[config.mk]
export PLATFORM = sky130hd
export DESIGN_NAME = unidade_controle_flat
export DESIGN_NICKNAME = d
export VERILOG_FILES = /design/src/rtl/processador_pkg.sv /design/src/rtl/unidade_controle_if.sv /design/src/rtl/decodificador_reg.sv /design/src/rtl/unidade_controle.sv /design/src/flat_wrapper.sv
export SDC_FILE = /design/constraint.sdc
export NUM_CORES = 1
export LEC_CHECK = 0
export BUFFER_PORTS_ARGS = -buffer_cell sky130_fd_sc_hd__buf_2
export CAP_MARGIN = 20
export CELL_PAD_IN_SITES_DETAIL_PLACEMENT = 1
export CELL_PAD_IN_SITES_GLOBAL_PLACEMENT = 1
export CORE_MARGIN = 5
export CORE_UTILIZATION = 31
export DETAILED_ROUTE_END_ITERATION = 8
export PLACE_DENSITY = 0.85
export REMOVE_ABC_BUFFERS = 1
export SLEW_MARGIN = 10
export SYNTH_ARGS = -nofsm -noshare
export SYNTH_HDL_FRONTEND = slang
export SYNTH_HIERARCHICAL = 1
export SYNTH_SLANG_ARGS = --single-unit
[constraint.sdc]
create_clock -name clock -period 1.35 [get_ports clock]
set_input_delay 0.135 -clock clock [delete_from_list [all_inputs] [get_ports clock]]
set_output_delay 0.135 -clock clock [all_outputs]
set_load 0.02 [all_outputs]
[src/rtl/processador_pkg.sv]
// Shared definitions for the 16-bit processor datapath: opcodes, bus-select codes,
// ALU operation codes and the control-unit state encoding.
package processador_pkg;

  localparam logic [2:0] OP_MV  = 3'b000;
  localparam logic [2:0] OP_MVI = 3'b001;
  localparam logic [2:0] OP_ADD = 3'b010;
  localparam logic [2:0] OP_SUB = 3'b011;
  localparam logic [2:0] OP_AND = 3'b100;
  localparam logic [2:0] OP_OR  = 3'b101;

  localparam logic [3:0] SEL_IMM  = 4'b1000;
  localparam logic [3:0] SEL_RES  = 4'b1001;
  localparam logic [3:0] SEL_ZERO = 4'b1111;

  localparam logic [1:0] ULA_ADD = 2'b00;
  localparam logic [1:0] ULA_SUB = 2'b01;
  localparam logic [1:0] ULA_AND = 2'b10;
  localparam logic [1:0] ULA_OR  = 2'b11;

  typedef enum logic [1:0] {
    OCIOSO = 2'b00,
    T1     = 2'b01,
    T2     = 2'b10,
    T3     = 2'b11
  } estado_t;

  function automatic logic eh_ula(input logic [2:0] op);
    return (op == OP_ADD) || (op == OP_SUB) || (op == OP_AND) || (op == OP_OR);
  endfunction

  // ALU code is the opcode offset from add; only meaningful for ALU opcodes.
  function automatic logic [1:0] ula_op_de(input logic [2:0] op);
    logic [1:0] w_op;
    case (op)
      OP_SUB:  w_op = ULA_SUB;
      OP_AND:  w_op = ULA_AND;
      OP_OR:   w_op = ULA_OR;
      default: w_op = ULA_ADD;
    endcase
    return w_op;
  endfunction

endpackage

[src/rtl/unidade_controle_if.sv]
// Instruction-source / datapath-control signals of the control unit.
// The master side issues instructions; the slave side is the control unit.
interface unidade_controle_if #(
  parameter int LARGURA = 16
);
  logic               executar;
  logic [LARGURA-1:0] instrucao;
  logic [3:0]         sel;
  logic [7:0]         carrega_r;
  logic               carrega_a;
  logic               carrega_res;
  logic [1:0]         ula_op;
  logic               concluido;
  logic               invalida;
  logic               ocupado;

  modport master (
    output executar, instrucao,
    input  sel, carrega_r, carrega_a, carrega_res, ula_op,
    input  concluido, invalida, ocupado
  );

  modport slave (
    input  executar, instrucao,
    output sel, carrega_r, carrega_a, carrega_res, ula_op,
    output concluido, invalida, ocupado
  );
endinterface

[src/rtl/decodificador_reg.sv]
// 3-bit register index to one-hot load enable, gated by an enable input.
module decodificador_reg (
  input  logic [2:0] i_idx,
  input  logic       i_en,
  output logic [7:0] o_onehot
);
  for (genvar gi = 0; gi < 8; gi++) begin : g_bit
    assign o_onehot[gi] = i_en && (i_idx == 3'(gi));
  end
endmodule

[src/rtl/unidade_controle.sv]
// Multi-cycle control unit: latches an instruction and sequences mv/mvi/ALU ops
// over the shared bus. Outputs are a Moore function of state and the latched word.
module unidade_controle
  import processador_pkg::*;
#(
  parameter int LARGURA = 16
) (
  input  logic                    clock,
  input  logic                    reset,
  unidade_controle_if.slave       bus
);

  // Only opcode/rx/ry are kept; the low bits of the word never affect control.
  logic [LARGURA-1:7] r_ir;
  estado_t            r_estado;

  logic [2:0] w_op;
  logic [2:0] w_rx;
  logic [2:0] w_ry;
  logic       w_ula;
  logic       w_en_r;

  assign w_op  = r_ir[15:13];
  assign w_rx  = r_ir[12:10];
  assign w_ry  = r_ir[9:7];
  assign w_ula = eh_ula(w_op);

  always_ff @(posedge clock) begin
    if (reset) begin
      r_estado <= OCIOSO;
      r_ir     <= '0;
    end else begin
      case (r_estado)
        OCIOSO: begin
          if (bus.executar) begin
            r_ir     <= bus.instrucao[LARGURA-1:7];
            r_estado <= T1;
          end
        end
        T1:      r_estado <= w_ula ? T2 : OCIOSO;
        T2:      r_estado <= T3;
        default: r_estado <= OCIOSO;
      endcase
    end
  end

  assign w_en_r = ((r_estado == T1) && ((w_op == OP_MV) || (w_op == OP_MVI)))
               || (r_estado == T3);

  decodificador_reg u_dec (
    .i_idx    (w_rx),
    .i_en     (w_en_r),
    .o_onehot (bus.carrega_r)
  );

  always_comb begin
    bus.sel         = SEL_ZERO;
    bus.carrega_a   = 1'b0;
    bus.carrega_res = 1'b0;
    bus.ula_op      = ULA_ADD;
    bus.concluido   = 1'b0;
    bus.invalida    = 1'b0;
    bus.ocupado     = (r_estado != OCIOSO);
    if (r_estado != OCIOSO && w_ula) begin
      bus.ula_op = ula_op_de(w_op);
    end
    case (r_estado)
      T1: begin
        if (w_op == OP_MV) begin
          bus.sel       = {1'b0, w_ry};
          bus.concluido = 1'b1;
        end else if (w_op == OP_MVI) begin
          bus.sel       = SEL_IMM;
          bus.concluido = 1'b1;
        end else if (w_ula) begin
          bus.sel       = {1'b0, w_rx};
          bus.carrega_a = 1'b1;
        end else begin
          bus.concluido = 1'b1;
          bus.invalida  = 1'b1;
        end
      end
      T2: begin
        bus.sel         = {1'b0, w_ry};
        bus.carrega_res = 1'b1;
      end
      T3: begin
        bus.sel       = SEL_RES;
        bus.concluido = 1'b1;
      end
      default: ;
    endcase
  end

endmodule

[src/flat_wrapper.sv]
// flat-port wrapper written by rule: the top's interface ports become plain ports
module unidade_controle_flat import processador_pkg::*;
#(
  parameter int LARGURA = 16
)
  (clock, reset, bus_executar, bus_instrucao, bus_sel, bus_carrega_r, bus_carrega_a, bus_carrega_res, bus_ula_op, bus_concluido, bus_invalida, bus_ocupado);
  unidade_controle_if #(.LARGURA(LARGURA)) bus_i ();
  input  logic clock;
  input  logic reset;
  input wire logic [$bits(bus_i.executar)-1:0] bus_executar;
  input wire logic [$bits(bus_i.instrucao)-1:0] bus_instrucao;
  output wire logic [$bits(bus_i.sel)-1:0] bus_sel;
  output wire logic [$bits(bus_i.carrega_r)-1:0] bus_carrega_r;
  output wire logic [$bits(bus_i.carrega_a)-1:0] bus_carrega_a;
  output wire logic [$bits(bus_i.carrega_res)-1:0] bus_carrega_res;
  output wire logic [$bits(bus_i.ula_op)-1:0] bus_ula_op;
  output wire logic [$bits(bus_i.concluido)-1:0] bus_concluido;
  output wire logic [$bits(bus_i.invalida)-1:0] bus_invalida;
  output wire logic [$bits(bus_i.ocupado)-1:0] bus_ocupado;
  assign bus_i.executar = bus_executar;
  assign bus_i.instrucao = bus_instrucao;
  assign bus_sel = bus_i.sel;
  assign bus_carrega_r = bus_i.carrega_r;
  assign bus_carrega_a = bus_i.carrega_a;
  assign bus_carrega_res = bus_i.carrega_res;
  assign bus_ula_op = bus_i.ula_op;
  assign bus_concluido = bus_i.concluido;
  assign bus_invalida = bus_i.invalida;
  assign bus_ocupado = bus_i.ocupado;
  unidade_controle #(.LARGURA(LARGURA)) u_core (.clock(clock), .reset(reset), .bus(bus_i));
endmodule
==> insert_results.sql, run 1 <==
INSERT INTO impl_metrics (metric_group, metric, value, unit) VALUES
('run_status', 'status', 'complete, but fails checks', ''),
('run_status', 'violations_in_the_final_reports', 'setup timing', ''),
('cts', 'cts.clk_slew.worst_paths', '90', 'ps'),
('pwr', 'max-vdd-ir-drop', '434', 'uV'),
('finish', 'finalNetCount', '136', ''),
('worst_setup_path', 'cp.arrival', '1420', 'ps'),
('worst_setup_path', 'slowest_stage_cell_crit_path', 'sky130_fd_sc_hd__or3b_4', ''),
('finish', 'post_layout_nonfiller_instances', '144', ''),
('worst_setup_path', 'crit_buf_inv', '1', ''),
('pwr', 'internal_pwr_total', '0.640', 'mW'),
('cts', 'cts_hold_buffers', '0', ''),
('synth', 'yosysWarnings', '6', ''),
('synth', 'mappedNetlistArea', '711', 'um2'),
('synth', 'synth.lib_cells_used.distinct', '32', ''),
('pwr', 'p_sw_share', '34.1', '%'),
('global_route', 'first_global_vias', '771', ''),
('sta', 'setup_violations', '25', ''),
('worst_setup_path', 'length_in_cells_of_the_worst_reg_to_reg_path', '6', ''),
('cts', 'clkLatencyLatePin', '290', 'ps'),
('floorplan', 'floorplan.die_area', '3350', 'um2'),
('sta', 'relative_max_transition_margin', '76.0', '%'),
('synth', 'synth_ff_type', 'sky130_fd_sc_hd__dfxtp_1', ''),
('worst_setup_path', 'family_with_the_most_delay_on_the_worst_path', 'simple AND/OR/NAND/NOR gates', ''),
('synth', 'synth-edff-count', '0', ''),
('routing', 'route.detailed.vias_per_inst', '5.25', ''),
('worst_setup_path', 'worstPathRequired', '1220', 'ps'),
('floorplan', 'floorplan.initialDensity', '32.4', '%'),
('place', 'place.gp.congestion', '0.810', ''),
('routing', 'wl_per_cell', '18.2', 'um'),
('floorplan', 'ioPinCount', '38', ''),
('pwr', 'totalPowerFinal', '0.971', 'mW'),
('synth', 'number_of_register_bits_inferred_by_synthesis', '11', ''),
('pwr', 'power_frac_clock', '25.4', '%'),
('sta', 'finClkSkew', '15.8', 'ps'),
('floorplan', 'floorplan.die.height', '57.9', 'um'),
('sta', 'fmax', '0.644', 'GHz'),
('routing', 'drc', '0', ''),
('synth', 'synth_top_area_cell', 'sky130_fd_sc_hd__dfxtp_1', ''),
('min_path', 'min-delay-path-class', 'input pin to flip-flop', ''),
('global_route', 'grt_first_pass_wirelength', '3.75', 'mm'),
('floorplan', 'floorplan.die.width', '57.9', 'um'),
('finish', 'final_cell_mix', 'sky130_fd_sc_hd__buf_6 (18), sky130_fd_sc_hd__buf_4 (15), sky130_fd_sc_hd__buf_2 (12)', ''),
('finish', 'postLayoutCoreUtil', '54.7', '%'),
('place', 'place_area', '917', 'um2'),
('place', 'port-buffer-count', '30', ''),
('sta', 'finalWorstPathRequiredPeriod', '1550', 'ps'),
('global_route', 'remaining_overflow_grt', '0', ''),
('routing', 'drtAntennaViolNets', '0', ''),
('cts', 'cts_num_sinks', '11', ''),
('cts', 'ctsRootBufferMaster', 'sky130_fd_sc_hd__clkbuf_4', ''),
('worst_setup_path', 'setup.worst_path.class', 'flip-flop to output pin', ''),
('cts', 'cts-buffers-inserted', '3', ''),
('synth', 'synth-async-reset-ratio', '0', '%'),
('floorplan', 'core_area', '2190', 'um2'),
('place', 'placed_cells_incl_taps', '134', ''),
('finish', 'diodes', '0', ''),
('worst_setup_path', 'timing.critical_path.from_type', 'flip-flop', ''),
('sta', 'setup_repair_after_global_routing_missed_its_margin', 'true', ''),
('cts', 'number_of_buffers_between_clock_root_and_the_deepest_sink', '2', ''),
('sta', 'finalHoldViolations', '0', ''),
('pwr', 'leakage', '0.541', 'nW'),
('synth', 'netlist_top_cells_area', 'sky130_fd_sc_hd__dfxtp_1 (31%), sky130_fd_sc_hd__mux2i_1 (13%), sky130_fd_sc_hd__nor2_1 (6.3%)', ''),
('finish', 'num-fill-cells', '255', ''),
('sta', 'timing.final.ws_setup', '-202', 'ps'),
('routing', 'drt-pass1-iter-count', '4', ''),
('routing', 'wl', '2.62', 'mm'),
('finish', 'layout_commonest_cell', 'sky130_fd_sc_hd__buf_6', ''),
('global_route', 'antenna_found_initial', '0', ''),
('pwr', 'pwr-share-seq', '40.0', '%'),
('sta', 'maxSlewViolCount', '0', ''),
('pwr', 'switching_power', '0.331', 'mW');
==> tightest hold or removal path, delay by kind of cell <==
family / cells / cell delay, ps
buffers and inverters: 1 / 80
and+or+nand+nor: 1 / 70
muxes: 1 / 60
==> metrics by stage <==
step                      setup TNS [ps]  hold WS [ps]
after floorplan                     -522           207
after global placement                 0           370
after detailed placement            -198           383
after CTS                          -1770          93.7
after global routing               -4110           108
final                              -2580          85.9
==> power by group through the flow <==
| stage | logic (mW) | registers [mW] | clock network (mW) |
|---|---|---|---|
| after floorplan | 0.147 | 0.383 | 0 |
| after global placement | 0.235 | 0.386 | 0 |
| after detailed placement | 0.244 | 0.390 | 0 |
| after CTS | 0.283 | 0.386 | 0.234 |
| after global routing | 0.359 | 0.394 | 0.270 |
| final | 0.336 | 0.388 | 0.247 |
==> layout make-up <==
| class | instances | area, um2 | share of cell area, % |
|---|---|---|---|
| timing repair buffer | 45 | 375 | 31.3 |
| inverter | 1 | 3.75 | 0.313 |
| tap | 28 | 35.0 | 2.92 |
| multi-input combinational | 55 | 520 | 43.4 |
| clock buffer | 4 | 26.3 | 2.19 |
| sequential | 11 | 238 | 19.8 |
==> cell families (layout without fill, tap and decap cells) <==
| kind of cell | after synthesis | count (layout) | synth area share [%] |
|---|---|---|---|
| and+or+nand+nor | 32 | 32 | 32.2 |
| AOI/OAI and AO/OA | 13 | 13 | 13.2 |
| DFF | 11 | 11 | 31.0 |
| muxes | 9 | 9 | 12.7 |
| buffers and inverters | 7 | 50 | 7.04 |
| xor gates and xnor gates | 1 | 1 | 3.87 |
==> sequential cells by signal, indices dropped and copies added (netlist names) <==
| signal | flops |
|---|---|
| u_core/r_estado | 2 |
| u_core/r_ir | 9 |
==> path summary, 6_finish.rpt <==
kind                                                 startpoint                      endpoint
worst max-delay path               u_core/r_ir[15]$_SDFFE_PP0P_                    bus_sel[0]
worst min-delay path                          bus_instrucao[11]  u_core/r_ir[11]$_SDFFE_PP0P_
worst max register to register  u_core/r_estado[1]$_SDFFE_PP0P_   u_core/r_ir[7]$_SDFFE_PP0P_
worst min register to register      u_core/r_ir[9]$_SDFFE_PP0P_   u_core/r_ir[9]$_SDFFE_PP0P_
==> cells in the mapped netlist, types with 2 or more instances <==
cell type / instances
sky130_fd_sc_hd__nor2_1: 12
sky130_fd_sc_hd__and4bb_2: 3
sky130_fd_sc_hd__dfxtp_1: 11
sky130_fd_sc_hd__o21a_1: 2
sky130_fd_sc_hd__buf_6: 2
sky130_fd_sc_hd__o21ai_0: 2
sky130_fd_sc_hd__and4b_2: 3
sky130_fd_sc_hd__nor2b_1: 4
sky130_fd_sc_hd__mux2i_1: 9
sky130_fd_sc_hd__buf_4: 2
sky130_fd_sc_hd__a31oi_1: 2
==> layer usage <==
| metal | vias to the layer above | global-route usage [%] | routed length (um) |
|---|---|---|---|
| met4 | 0 | 6.29 | 39 |
| met1 | 372 | 16.3 | 1040 |
| met3 | 6 | 3.79 | 141 |
| met5 | - | 0 | 0 |
| met2 | 25 | 25.0 | 1390 |
| li1 | 353 | - | - |
==> what timing repair did <==
item / in CTS / in global routing
resized for setup: 38 / 28
endpoints found under the setup margin: 18 / 27
setup buffers: 2 / 4
pin swaps: 6 / 7
Power figures use the tool's default switching activity.
==> run 2, diff against run 1 <==
MAX_ROUTING_LAYER = met4   (was unset)
PLACE_DENSITY = 0.89   (was 0.85)
==> insert_results.sql, run 2 (synthesized netlist as in run 1, its figures left out) <==
INSERT INTO impl_metrics (metric_group, metric, value, unit) VALUES
('run_status', 'status', 'complete, but fails checks', ''),
('run_status', 'violations_in_the_final_reports', 'setup timing', ''),
('floorplan', 'floorplan.die_area', '3350', 'um2'),
('finish', 'number_of_flip_flops_under_the_largest_register_name', '9', ''),
('global_route', 'grt_first_pass_wirelength', '4.06', 'mm'),
('cts', 'ctsHtreeMaxLevel', '1', ''),
('worst_setup_path', 'family_with_the_most_delay_on_the_worst_path', 'simple AND/OR/NAND/NOR gates', ''),
('routing', 'wl_per_cell', '18.7', 'um'),
('finish', 'multi_input_comb_area', '537', 'um2'),
('worst_setup_path', 'cp.arrival', '1490', 'ps'),
('sta', 'maxSlewViolCount', '0', ''),
('global_route', 'gr-usage-all-layers', '16.3', '%'),
('routing', 'drt_iter0_drc', '13', ''),
('worst_setup_path', 'setup.worst_path.class', 'flip-flop to output pin', ''),
('place', 'place_area', '917', 'um2'),
('finish', 'num-fill-cells', '240', ''),
('cts', 'cts.clk_slew.worst_paths', '70', 'ps'),
('sta', 'relative_max_transition_margin', '74.7', '%'),
('finish', 'finalNetCount', '138', ''),
('worst_setup_path', 'worstPathRequired', '1220', 'ps'),
('pwr', 'totalPowerFinal', '0.996', 'mW'),
('sta', 'hold_ws', '90.7', 'ps'),
('finish', 'final_layout_size_suffix_gt1_share', '68.6', '%'),
('cts', 'cts-buffers-inserted', '3', ''),
('sta', 'finClkSkew', '1.42', 'ps'),
('worst_setup_path', 'crit-reg2reg-capture', 'u_core/r_ir[11]$_SDFFE_PP0P_', ''),
('global_route', 'first_global_vias', '763', ''),
('worst_setup_path', 'slowest_stage_cell_crit_path', 'sky130_fd_sc_hd__or3b_1', ''),
('place', 'place.gp.congestion', '0.807', ''),
('routing', 'via_count', '739', ''),
('finish', 'fin_area', '1260', 'um2'),
('place', 'hpwl', '1.63', 'mm'),
('worst_setup_path', 'worstPathMaxFanout', '5', ''),
('sta', 'min_period_over_period', '121', '%'),
('cts', 'ctsRootBufferMaster', 'sky130_fd_sc_hd__clkbuf_4', ''),
('routing', 'drc', '0', ''),
('global_route', 'grt_max_degree', '12', ''),
('cts', 'cts_num_sinks', '11', ''),
('finish', 'post_layout_nonfiller_instances', '146', ''),
('worst_setup_path', 'crit_startpoint', 'u_core/r_ir[15]$_SDFFE_PP0P_', ''),
('routing', 'wl', '2.73', 'mm'),
('finish', 'diodes', '0', ''),
('floorplan', 'core_area', '2190', 'um2'),
('floorplan', 'ioPinCount', '38', ''),
('finish', 'postLayoutCoreUtil', '57.5', '%'),
('worst_setup_path', 'critPathMaxStageDelay', '430', 'ps'),
('pwr', 'max-vdd-ir-drop', '414', 'uV'),
('worst_setup_path', 'crit_buf_inv', '1', ''),
('floorplan', 'floorplan.die.width', '57.9', 'um'),
('sta', 'finalWorstPathRequiredPeriod', '1630', 'ps'),
('cts', 'cts_tree', 'done', ''),
('worst_setup_path', 'regToRegStartpoint', 'u_core/r_estado[0]$_SDFFE_PP0P_', ''),
('sta', 'setup_repair_after_global_routing_missed_its_margin', 'true', ''),
('sta', 'fmax', '0.614', 'GHz'),
('sta', 'timing.final.ws_setup', '-279', 'ps'),
('place', 'port-buffer-count', '30', ''),
('sta', 'setup_tns', '-2580', 'ps'),
('worst_setup_path', 'length_in_cells_of_the_worst_reg_to_reg_path', '5', ''),
('floorplan', 'placementRows', '17', ''),
('sta', 'finalHoldViolations', '0', ''),
('global_route', 'remaining_overflow_grt', '0', ''),
('sta', 'setup_violations', '18', ''),
('sta', 'worst_pin_slew', '380', 'ps'),
('worst_setup_path', 'crit_chain', 'or3b_1 > a31oi_1 > buf_4', ''),
('finish', 'layout_top_registers', 'u_core/r_ir (9), u_core/r_estado (2)', ''),
('min_path', 'min-delay-path-class', 'input pin to flip-flop', ''),
('worst_setup_path', 'worst_setup_endpoint', 'bus_sel[3]', ''),
('global_route', 'antenna_found_initial', '0', ''),
('worst_setup_path', 'worst-path-stages', '3', ''),
('finish', 'layout_commonest_cell', 'sky130_fd_sc_hd__buf_6', ''),
('routing', 'drtAntennaViolNets', '0', ''),
('floorplan', 'floorplan.die.height', '57.9', 'um'),
('routing', 'drt-pass1-iter-count', '4', ''),
('finish', 'final_cell_mix', 'sky130_fd_sc_hd__buf_6 (23), sky130_fd_sc_hd__buf_2 (12), sky130_fd_sc_hd__nor2_1 (11)', ''),
('cts', 'number_of_buffers_between_clock_root_and_the_deepest_sink', '2', ''),
('floorplan', 'floorplan.initialDensity', '32.4', '%'),
('place', 'setup_slack_placement', '-83.8', 'ps'),
('finish', 'register_cell_area_after_layout', '238', 'um2'),
('worst_setup_path', 'setup.worst_path.end_class', 'output pin', ''),
('finish', 'synthToLayoutAreaGrowth', '77.1', '%'),
('worst_setup_path', 'r2r_slack', '-20', 'ps'),
('pwr', 'leakage', '0.556', 'nW'),
('place', 'placed_cells_incl_taps', '134', ''),
('worst_setup_path', 'timing.critical_path.from_type', 'flip-flop', ''),
('cts', 'clkLatencyLatePin', '280', 'ps'),
('flow_run', 'cap_viol_max_count', '0', ''),
('routing', 'route.detailed.vias_per_inst', '5.06', ''),
('pwr', 'p_per_area', '792', 'nW/um2'),
('finish', 'largest-register', 'u_core/r_ir', '');
==> run 2: worst min-delay path by stage <==
stage | cells after the start | endpoint | startpoint
finish | 3 | u_core/r_ir[10]$_SDFFE_PP0P_ | bus_instrucao[10]
global placement | 3 | u_core/r_ir[11]$_SDFFE_PP0P_ | bus_instrucao[11]
CTS | 3 | u_core/r_ir[13]$_SDFFE_PP0P_ | bus_instrucao[13]
global route | 3 | u_core/r_ir[9]$_SDFFE_PP0P_ | bus_instrucao[9]
floorplan | 1 | u_core/r_ir[10]$_SDFFE_PP0P_ | reset
detailed placement | 3 | u_core/r_ir[10]$_SDFFE_PP0P_ | bus_instrucao[10]
==> run 2: routing by layer <==
metal	track usage (%)	routed length [um]	share of wire, %	up-vias
met1	19.6	1140	42	352
met4	6.95	51	1.9	0
met5	-	0	0	-
li1	-	-	-	356
met3	4.23	131	4.8	6
met2	25.5	1410	52	25
==> run 2: what timing repair did <==
| action | 4_1_cts | 5_1_grt |
|---|---|---|
| resized for setup | 52 | 22 |
| gates cloned | 0 | 0 |
| hold buffers | 0 | 0 |
| pin swaps | 3 | 7 |
| setup buffers | 3 | 5 |
| endpoints found under the hold margin | 0 | 0 |
| endpoints found under the setup margin | 19 | 27 |
==> run 2: final cells by class <==
class                   instances  area share [%]
clock buffers                   4            2.09
inverters                       1           0.298
multi-input cells              55            42.6
flip-flops and latches         11            18.9
well taps                      28            2.78
repair buffers                 47            33.3
==> run 2: where the power goes <==
part           switching, mW  internal (mW)  total, mW
registers             0.0454          0.345      0.390
clock network          0.122          0.115      0.237
logic                  0.164          0.205      0.369
==> run 2: worst register-to-register path, cell delays in order (launching register included) <==
cell,delay (ps)
sky130_fd_sc_hd__dfxtp_4,380
sky130_fd_sc_hd__buf_6,120
sky130_fd_sc_hd__nor3b_4,310
sky130_fd_sc_hd__buf_6,170
sky130_fd_sc_hd__mux2i_2,200
sky130_fd_sc_hd__nor2_1,70
==> run 3, diff against run 2 <==
CORE_ASPECT_RATIO = 0.8   (was unset)
==> insert_results.sql, run 3 (synthesized netlist as in run 1, its figures left out) <==
INSERT INTO impl_metrics (metric_group, metric, value, unit) VALUES
('run_status', 'status', 'complete, but fails checks', ''),
('run_status', 'violations_in_the_final_reports', 'setup timing', ''),
('finish', 'register_cell_area_after_layout', '238', 'um2'),
('worst_setup_path', 'r2r_slack', '-50', 'ps'),
('cts', 'ctsRootBufferMaster', 'sky130_fd_sc_hd__clkbuf_4', ''),
('sta', 'setup_tns', '-2250', 'ps'),
('sta', 'setup_repair_after_global_routing_missed_its_margin', 'true', ''),
('pwr', 'p_sw_share', '32.7', '%'),
('routing', 'via_count', '759', ''),
('worst_setup_path', 'setup.worst_path.end_class', 'output pin', ''),
('finish', 'final_layout_size_suffix_gt1_share', '62.6', '%'),
('place', 'port-buffer-count', '30', ''),
('pwr', 'internal_pwr_total', '0.628', 'mW'),
('routing', 'wl_per_cell', '18.5', 'um'),
('pwr', 'pwr-share-seq', '42.2', '%'),
('sta', 'finalHoldViolations', '0', ''),
('floorplan', 'floorplan.initialDensity', '32.6', '%'),
('place', 'hpwl', '1.71', 'mm'),
('place', 'placed_cells_incl_taps', '130', ''),
('sta', 'relative_max_transition_margin', '74.5', '%'),
('finish', 'multi_input_comb_area', '497', 'um2'),
('pwr', 'max-vdd-ir-drop', '844', 'uV'),
('finish', 'final_cell_mix', 'sky130_fd_sc_hd__buf_2 (15), sky130_fd_sc_hd__buf_4 (15), sky130_fd_sc_hd__buf_6 (14)', ''),
('floorplan', 'core_area', '2180', 'um2'),
('finish', 'layout_top_registers', 'u_core/r_ir (9), u_core/r_estado (2)', ''),
('pwr', 'p_per_area', '817', 'nW/um2'),
('sta', 'setup_violations', '20', ''),
('routing', 'drtAntennaViolNets', '0', ''),
('sta', 'finalWorstPathRequiredPeriod', '1560', 'ps'),
('finish', 'finalNetCount', '135', ''),
('routing', 'drt-pass1-iter-count', '3', ''),
('finish', 'number_of_flip_flops_under_the_largest_register_name', '9', ''),
('cts', 'number_of_buffers_between_clock_root_and_the_deepest_sink', '2', ''),
('floorplan', 'placementRows', '15', ''),
('sta', 'maxSlewViolCount', '0', ''),
('finish', 'synthToLayoutAreaGrowth', '60.6', '%'),
('pwr', 'switching_power', '0.304', 'mW'),
('pwr', 'combPwrFrac', '33.5', '%'),
('global_route', 'gr-usage-all-layers', '16.2', '%'),
('routing', 'route.detailed.vias_per_inst', '5.42', ''),
('worst_setup_path', 'cp.arrival', '1430', 'ps'),
('pwr', 'power_frac_clock', '24.3', '%'),
('global_route', 'grt_first_pass_wirelength', '4.06', 'mm'),
('finish', 'post_layout_nonfiller_instances', '140', ''),
('cts', 'cts_num_sinks', '11', ''),
('cts', 'cts-buffers-inserted', '3', ''),
('global_route', 'grt_max_degree', '12', ''),
('floorplan', 'floorplan.die.width', '63.5', 'um'),
('sta', 'timing.final.ws_setup', '-214', 'ps'),
('routing', 'drc', '0', ''),
('place', 'setup_slack_placement', '-136', 'ps'),
('cts', 'ctsHtreeMaxLevel', '1', ''),
('routing', 'drt_iter0_drc', '14', ''),
('sta', 'worst_pin_slew', '382', 'ps'),
('finish', 'largest-register', 'u_core/r_ir', ''),
('pwr', 'totalPowerFinal', '0.932', 'mW'),
('finish', 'num-fill-cells', '246', ''),
('sta', 'finClkSkew', '1.36', 'ps'),
('cts', 'cts_hold_buffers', '0', ''),
('floorplan', 'floorplan.die.height', '52.8', 'um'),
('pwr', 'leakage', '0.518', 'nW'),
('routing', 'wl', '2.60', 'mm'),
('global_route', 'antenna_found_initial', '0', ''),
('cts', 'clkLatencyLatePin', '270', 'ps'),
('global_route', 'first_global_vias', '841', ''),
('floorplan', 'floorplan.die_area', '3360', 'um2'),
('global_route', 'remaining_overflow_grt', '0', ''),
('floorplan', 'ioPinCount', '38', ''),
('place', 'place.gp.congestion', '0.708', ''),
('worst_setup_path', 'worstPathMaxFanout', '5', ''),
('cts', 'cts.clk_slew.worst_paths', '70', 'ps'),
('flow_run', 'cap_viol_max_count', '0', ''),
('sta', 'min_period_over_period', '116', '%'),
('cts', 'cts_tree', 'done', ''),
('sta', 'fmax', '0.640', 'GHz'),
('finish', 'diodes', '0', ''),
('worst_setup_path', 'timing.critical_path.from_type', 'flip-flop', ''),
('min_path', 'min-delay-path-class', 'input pin to flip-flop', ''),
('worst_setup_path', 'setup.worst_path.class', 'flip-flop to output pin', ''),
('worst_setup_path', 'worstPathRequired', '1220', 'ps');
-- run 3: cell types whose count changed in the layout (fill, tap and decap cells not counted), sizes merged --
cell,delta
clkbuf,-1
buf,-2
-- run 3: critical path, cell delays in order, from the launching register on --
cell and delay (ps):
sky130_fd_sc_hd__dfxtp_4 390, sky130_fd_sc_hd__xnor2_4 210, sky130_fd_sc_hd__nor2_1 70, sky130_fd_sc_hd__o32ai_1 270, sky130_fd_sc_hd__buf_2 220
-- run 3: worst paths after layout --
check	start	end	cells after the start
max	u_core/r_ir[14]$_SDFFE_PP0P_	bus_sel[1]	4
min	bus_instrucao[11]	u_core/r_ir[11]$_SDFFE_PP0P_	3
max reg2reg	u_core/r_estado[0]$_SDFFE_PP0P_	u_core/r_ir[13]$_SDFFE_PP0P_	5
min reg2reg	u_core/r_ir[9]$_SDFFE_PP0P_	u_core/r_ir[9]$_SDFFE_PP0P_	2
-- run 3: cell type report --
class	count	share of cell area (%)
sequential	11	20.8
multi-input combinational	55	43.5
tap	25	2.74
clock buffer	4	2.30
inverter	1	0.329
timing repair buffer	44	30.3
-- run 3: routing by layer --
| metal | track usage (%) | vias to the layer above | share of wire [%] |
|---|---|---|---|
| met1 | 16.8 | 383 | 42 |
| met4 | 6.23 | 0 | 1.7 |
| met5 | - | - | 0 |
| li1 | - | 352 | - |
| met3 | 3.00 | 7 | 2.4 |
| met2 | 30.7 | 17 | 54 |
-- run 3: per-stage QoR --
step | util [%] | hold WS (ps) | instance area [um2]
floorplan | - | 207 | 664
global placement | 41.6 | 369 | 906
detailed placement | 41.6 | 382 | 906
CTS | 49.5 | 107 | 1080
global route | 52.4 | 110 | 1140
finish | 52.4 | 104 | 1140
-- run 3: power groups by stage --
stage,Combinational [mW],Sequential (mW),Clock (mW)
after floorplan,0.147,0.383,0
after global placement,0.227,0.389,0
final,0.312,0.393,0.227
after detailed placement,0.240,0.393,0
after global routing,0.333,0.398,0.255
after CTS,0.282,0.391,0.225
-- run 3: timing repair --
action / 4_1_cts / 5_1_grt
pin swaps: 5 / 3
setup buffers: 1 / 4
gates cloned: 1 / 0
gates resized for setup: 43 / 11
setup endpoints to repair: 27 / 27
